### src/rtl/load_store_unit.sv
// Load/store unit: turns one ALU-addressed load/store request into a word-aligned
// data-memory access over a req/ack handshake and returns extended load data.
module load_store_unit #(
  parameter int DATA_WIDTH = 32,
  parameter int ADDR_WIDTH = 32
) (
  input  logic                  clk,
  input  logic                  rst_n,
  input  logic                  req_valid,
  output logic                  req_ready,
  input  logic                  req_we,
  input  logic [1:0]            req_size,
  input  logic                  req_unsigned,
  input  logic [ADDR_WIDTH-1:0] req_addr,
  input  logic [DATA_WIDTH-1:0] req_wdata,
  output logic                  resp_valid,
  output logic [DATA_WIDTH-1:0] resp_rdata,
  output logic                  resp_fault,
  output logic                  mem_req,
  output logic                  mem_we,
  output logic [ADDR_WIDTH-1:0] mem_addr,
  output logic [3:0]            mem_wstrb,
  output logic [DATA_WIDTH-1:0] mem_wdata,
  input  logic                  mem_ack,
  input  logic [DATA_WIDTH-1:0] mem_rdata,
  output logic [1:0]            state_dbg
);

  // Handshake: a request is taken on a clk edge where req_valid && req_ready;
  // the memory access completes on an edge where mem_req && mem_ack.
  typedef enum logic [1:0] {IDLE = 2'd0, MEM = 2'd1, RESP = 2'd2} state_t;

  state_t state, state_next;

  logic                  we_q;
  logic [1:0]            size_q;
  logic                  uns_q;
  logic [1:0]            lane_q;
  logic                  fault_q;
  logic [ADDR_WIDTH-1:0] addr_q;
  logic [3:0]            wstrb_q;
  logic [DATA_WIDTH-1:0] wdata_q;
  logic [DATA_WIDTH-1:0] rdata_q;

  logic                  misaligned;
  logic [3:0]            store_strb;
  logic [DATA_WIDTH-1:0] store_data;
  logic [DATA_WIDTH-1:0] shifted;
  logic [DATA_WIDTH-1:0] load_data;
  logic                  accept;

  assign accept = (state == IDLE) && req_valid;

  always_comb begin
    misaligned = 1'b0;
    store_strb = 4'b1111;
    store_data = req_wdata;
    case (req_size)
      2'd0: begin
        store_strb = 4'b0001 << req_addr[1:0];
        store_data = {4{req_wdata[7:0]}};
      end
      2'd1: begin
        misaligned = req_addr[0];
        store_strb = 4'b0011 << req_addr[1:0];
        store_data = {2{req_wdata[15:0]}};
      end
      2'd2: misaligned = (req_addr[1:0] != 2'b00);
      default: misaligned = 1'b1;
    endcase
  end

  // Extraction uses the lane and size captured at accept, not the live request.
  always_comb begin
    shifted = mem_rdata >> {lane_q, 3'b000};
    case (size_q)
      2'd0:    load_data = {{(DATA_WIDTH-8){~uns_q & shifted[7]}}, shifted[7:0]};
      2'd1:    load_data = {{(DATA_WIDTH-16){~uns_q & shifted[15]}}, shifted[15:0]};
      default: load_data = shifted;
    endcase
  end

  always_ff @(posedge clk) begin
    if (!rst_n) state <= IDLE;
    else        state <= state_next;
  end

  always_comb begin
    state_next = state;
    case (state)
      IDLE:    if (req_valid) state_next = misaligned ? RESP : MEM;
      MEM:     if (mem_ack) state_next = RESP;
      RESP:    state_next = IDLE;
      default: state_next = IDLE;
    endcase
  end

  always_comb begin
    req_ready  = (state == IDLE);
    mem_req    = (state == MEM);
    resp_valid = (state == RESP);
    mem_we     = (state == MEM) && we_q;
    resp_fault = (state == RESP) && fault_q;
    resp_rdata = (state == RESP) ? rdata_q : '0;
    mem_addr   = addr_q;
    mem_wstrb  = wstrb_q;
    mem_wdata  = wdata_q;
    state_dbg  = state;
  end

  always_ff @(posedge clk) begin
    if (!rst_n) begin
      we_q    <= 1'b0;
      size_q  <= 2'd0;
      uns_q   <= 1'b0;
      lane_q  <= 2'd0;
      fault_q <= 1'b0;
      addr_q  <= '0;
      wstrb_q <= 4'b0000;
      wdata_q <= '0;
      rdata_q <= '0;
    end else begin
      if (accept) begin
        we_q    <= req_we;
        size_q  <= req_size;
        uns_q   <= req_unsigned;
        lane_q  <= req_addr[1:0];
        fault_q <= misaligned;
        addr_q  <= {req_addr[ADDR_WIDTH-1:2], 2'b00};
        wstrb_q <= (req_we && !misaligned) ? store_strb : 4'b0000;
        wdata_q <= req_we ? store_data : '0;
        rdata_q <= '0;
      end
      if ((state == MEM) && mem_ack) rdata_q <= we_q ? '0 : load_data;
    end
  end

endmodule
### config.mk
export PLATFORM = sky130hd
export DESIGN_NAME = load_store_unit
export DESIGN_NICKNAME = d
export VERILOG_FILES = /design/src/rtl/load_store_unit.sv
export SDC_FILE = /design/constraint.sdc
export NUM_CORES = 1
export LEC_CHECK = 0
export BUFFER_PORTS_ARGS = -buffer_cell sky130_fd_sc_hd__buf_2
export CORE_ASPECT_RATIO = 0.8
export CORE_UTILIZATION = 25
export CTS_CLUSTER_SIZE = 20
export DETAILED_ROUTE_END_ITERATION = 10
export PLACE_DENSITY_LB_ADDON = 0.3
export SYNTH_ARGS = -nofsm -noshare
export SYNTH_HDL_FRONTEND = slang
export SYNTH_SLANG_ARGS = --single-unit
### constraint.sdc
create_clock -name clk -period 1.8 [get_ports clk]
set_input_delay 0.54 -clock clk [delete_from_list [all_inputs] [get_ports clk]]
set_output_delay 0.54 -clock clk [all_outputs]
set_load 0.02 [all_outputs]
==> impl_metrics.toml <==
[placement]
hpwl_um = 11900
place_ws_ns = -0.0562
gp_congestion = 0.837
numPortBuffers = 208

[floorplanning]
rows = 47
dieArea_um2 = 21600
initial_utilization_pct = 25.5
core_area_um2 = 20600
fp.dieW_um = 164
fp.dieH_um = 132
pin_count = 211

[job]
maxCapViolCount = 0

[global_route]
grt_pass1_wl_um = 26500
track_usage_pct = 15.8
grt_pass1_vias = 4709
grt_overflow = 0
antenna_found_initial = 0
grt_start_max_net_pins = 107

[clock_network]
cts.sinks = 107
postCtsHoldBufs = 0
cts_tree = "done"
clk_pin_slew_ns = 0.08
numCtsBuffers = 9
clock_latency_ns = 0.36
htree_levels = 3
clockBufferDepth = 2
cts_root_buffer = "clkbuf_16"

[sta]
final.period_utilization_pct = 108
setup_violations = 35
rsz0062_at_grt = "true"
worst_slack_ns = -0.142
period_needed_ns = 1.94
worst_hold_slack_ns = 0.427
slew_violations = 0
finalHoldViolCount = 0
max_freq_mhz = 515
final.setup_skew_ns = 0.00925

[critical_path]
r2r_setup_slack_ns = 0.09
cp.arrival_ns = 1.40
cp.required_ns = 1.26
crit_type = "register to output pin"
rr_endpoint = "rdata_q[29]"
ff2ff_path_depth = 7
r2r-start = "state_dbg[0]"
worst_setup_path_start_kind = "register"
path_max_fanout = 9
cp-end-kind = "output pin"

[synthesis]
syn_inst = 596
synth-compound-area-share_pct = 21.8
seq_area_frac_synth_pct = 40.7
synth_top_family_by_area = "compound AO/OA/AOI/OAI gates"
yosysWarnings = 0
yosys.area.top_type = "dfxtp_1"
netlist.area_leader.share_pct = 40.7
synth_fa_ha_area_share_pct = 0
syn_area_um2 = 5260
synth-simple-area-share_pct = 21.7
muxShareOfSynthArea_pct = 10.5
ys_async_sr_fraction_pct = 0
ys_ff_latch = 107
ys.flop_type = "dfxtp_1"
synth_edf_count = 0
synth_area_leaders = "dfxtp_1 41%, nand2_1 8.1%, a21boi_0 7.7%"
synth_cell_types = 44
synthXorXnorAreaFrac_pct = 0.333
postSynthAreaPerCell_um2 = 8.83

[cells_and_area]
post-route-util_pct = 36.1
layout_commonest_cell = "buf_2"
fin_nets = 903
antenna_cells = 0
syn_to_final_growth_pct = 41.6
drive_above_1_share_pct = 41.0
mostFrequentLayoutCells = "172 x buf_2, 113 x nand2_1, 105 x dfxtp_1, 54 x a21boi_0, 42 x buf_6"

[pwr]
vdd_drop_max_v = 0.000435
powerDensity_nw_per_um2 = 768
leakage_nw = 3.36

[detailed_routing]
drtIter0Drc = 367
drt_first_pass_iters = 4
drcViolationCount = 0
antenna_left = 0
routed_wl_um = 17100
wl_per_cell_um = 16.0
routed_via_density = 4.58
vias = 4918

[run_status]
violations = "setup timing"
status = "finished, violations left"

[min_path]
hp-start = "req_addr[29]"
min_to = "mem_addr[29]"
hp-class = "primary input to register"
min_delay_path_depth = 3
==> area by class of cell <==
type | instances | area, um^2
fillers | 2140 | 13200
clock inverters | 7 | 80.1
multi-input cells | 434 | 2980
repair buffers | 245 | 1670
clock buffers | 9 | 225
well taps | 269 | 337
flip-flops and latches | 107 | 2150
inverters | 2 | 7.51
==> state kept, by name, summed over array words and instances, names as in the netlist <==
| register | count |
|---|---|
| fault_q | 1 |
| mem_addr | 30 |
| mem_wdata | 32 |
| we_q | 1 |
| lane_q | 2 |
| rdata_q | 32 |
| state_dbg | 2 |
| mem_wstrb | 4 |
| uns_q | 1 |
| size_q | 2 |
==> cells in the mapped netlist, drive strengths merged, types with 9 or more instances <==
cell type  count
nand2        113
nand3         17
nor2b         29
mux2i         26
o21ai         18
o2bb2ai        9
a21boi        54
clkbuf        26
a21o          17
a22oi         19
buf           28
a21oi         11
dfxtp        107
and2          36
mux2          24
==> timing repair <==
action,CTS,global route
pin swaps,7,0
cloned,2,0
hold endpoints to repair,0,0
resized for setup,108,13
setup endpoints to repair,36,93
setup buffers,6,2
==> kinds of logic (layout without fill, tap and decap cells) <==
kind of cell    Yosys count  in the layout
buf+inv                  56            263
mux                      51             51
other cells               1              2
compound gates          155            155
flops                   107            107
simple gates            224            224
xor+xnor                  2              2
==> worst max-delay path, cell delays in order (launching register included) <==
cell and delay [ns]:
dfxtp_4 0.35, nor2b_4 0.15, buf_6 0.15, buf_16 0.14, and2_4 0.14, buf_6 0.11
==> where the power goes <==
group	switching (W)	total, W	internal (W)
Combinational	0.000663	0.00115	0.000483
Sequential	0.0000609	0.00253	0.00247
Clock	0.00105	0.00204	0.000995
==> metal layers <==
metal	track usage [%]	wire length, um	vias up
met5	0	0	-
met4	4.06	161	0
met3	3.77	1160	10
met2	23.1	7350	153
met1	23.0	8470	2277
li1	-	-	2478
==> worst max-delay path by stage <==
stage | startpoint | to | slack (ns) | depth (start not counted)
final | state_dbg[1] | resp_rdata[1] | -0.14 | 5
after global routing | state_dbg[1] | resp_rdata[26] | -0.21 | 5
after CTS | state_dbg[1] | resp_rdata[14] | -0.17 | 5
after detailed placement | req_valid | mem_wdata[13] | -0.06 | 5
after global placement | mem_rdata[31] | rdata_q[12] | 0.03 | 5
after floorplan | state_dbg[1] | resp_rdata[22] | 0.09 | 3
==> stage by stage <==
step / std cells / setup TNS (ns) / power (W) / instance area, um^2
finish: 1073 / -3.55 / 0.00572 / 7450
global route: 1073 / -5.87 / 0.00602 / 7450
CTS: 1072 / -4.92 / 0.00580 / 7410
detailed placement: 1048 / -0.811 / 0.00368 / 6690
global placement: 1048 / 0 / 0.00367 / 6690
floorplan: 597 / 0 / 0.00323 / 5270
Note: power is estimated with default switching activity, not from simulation.
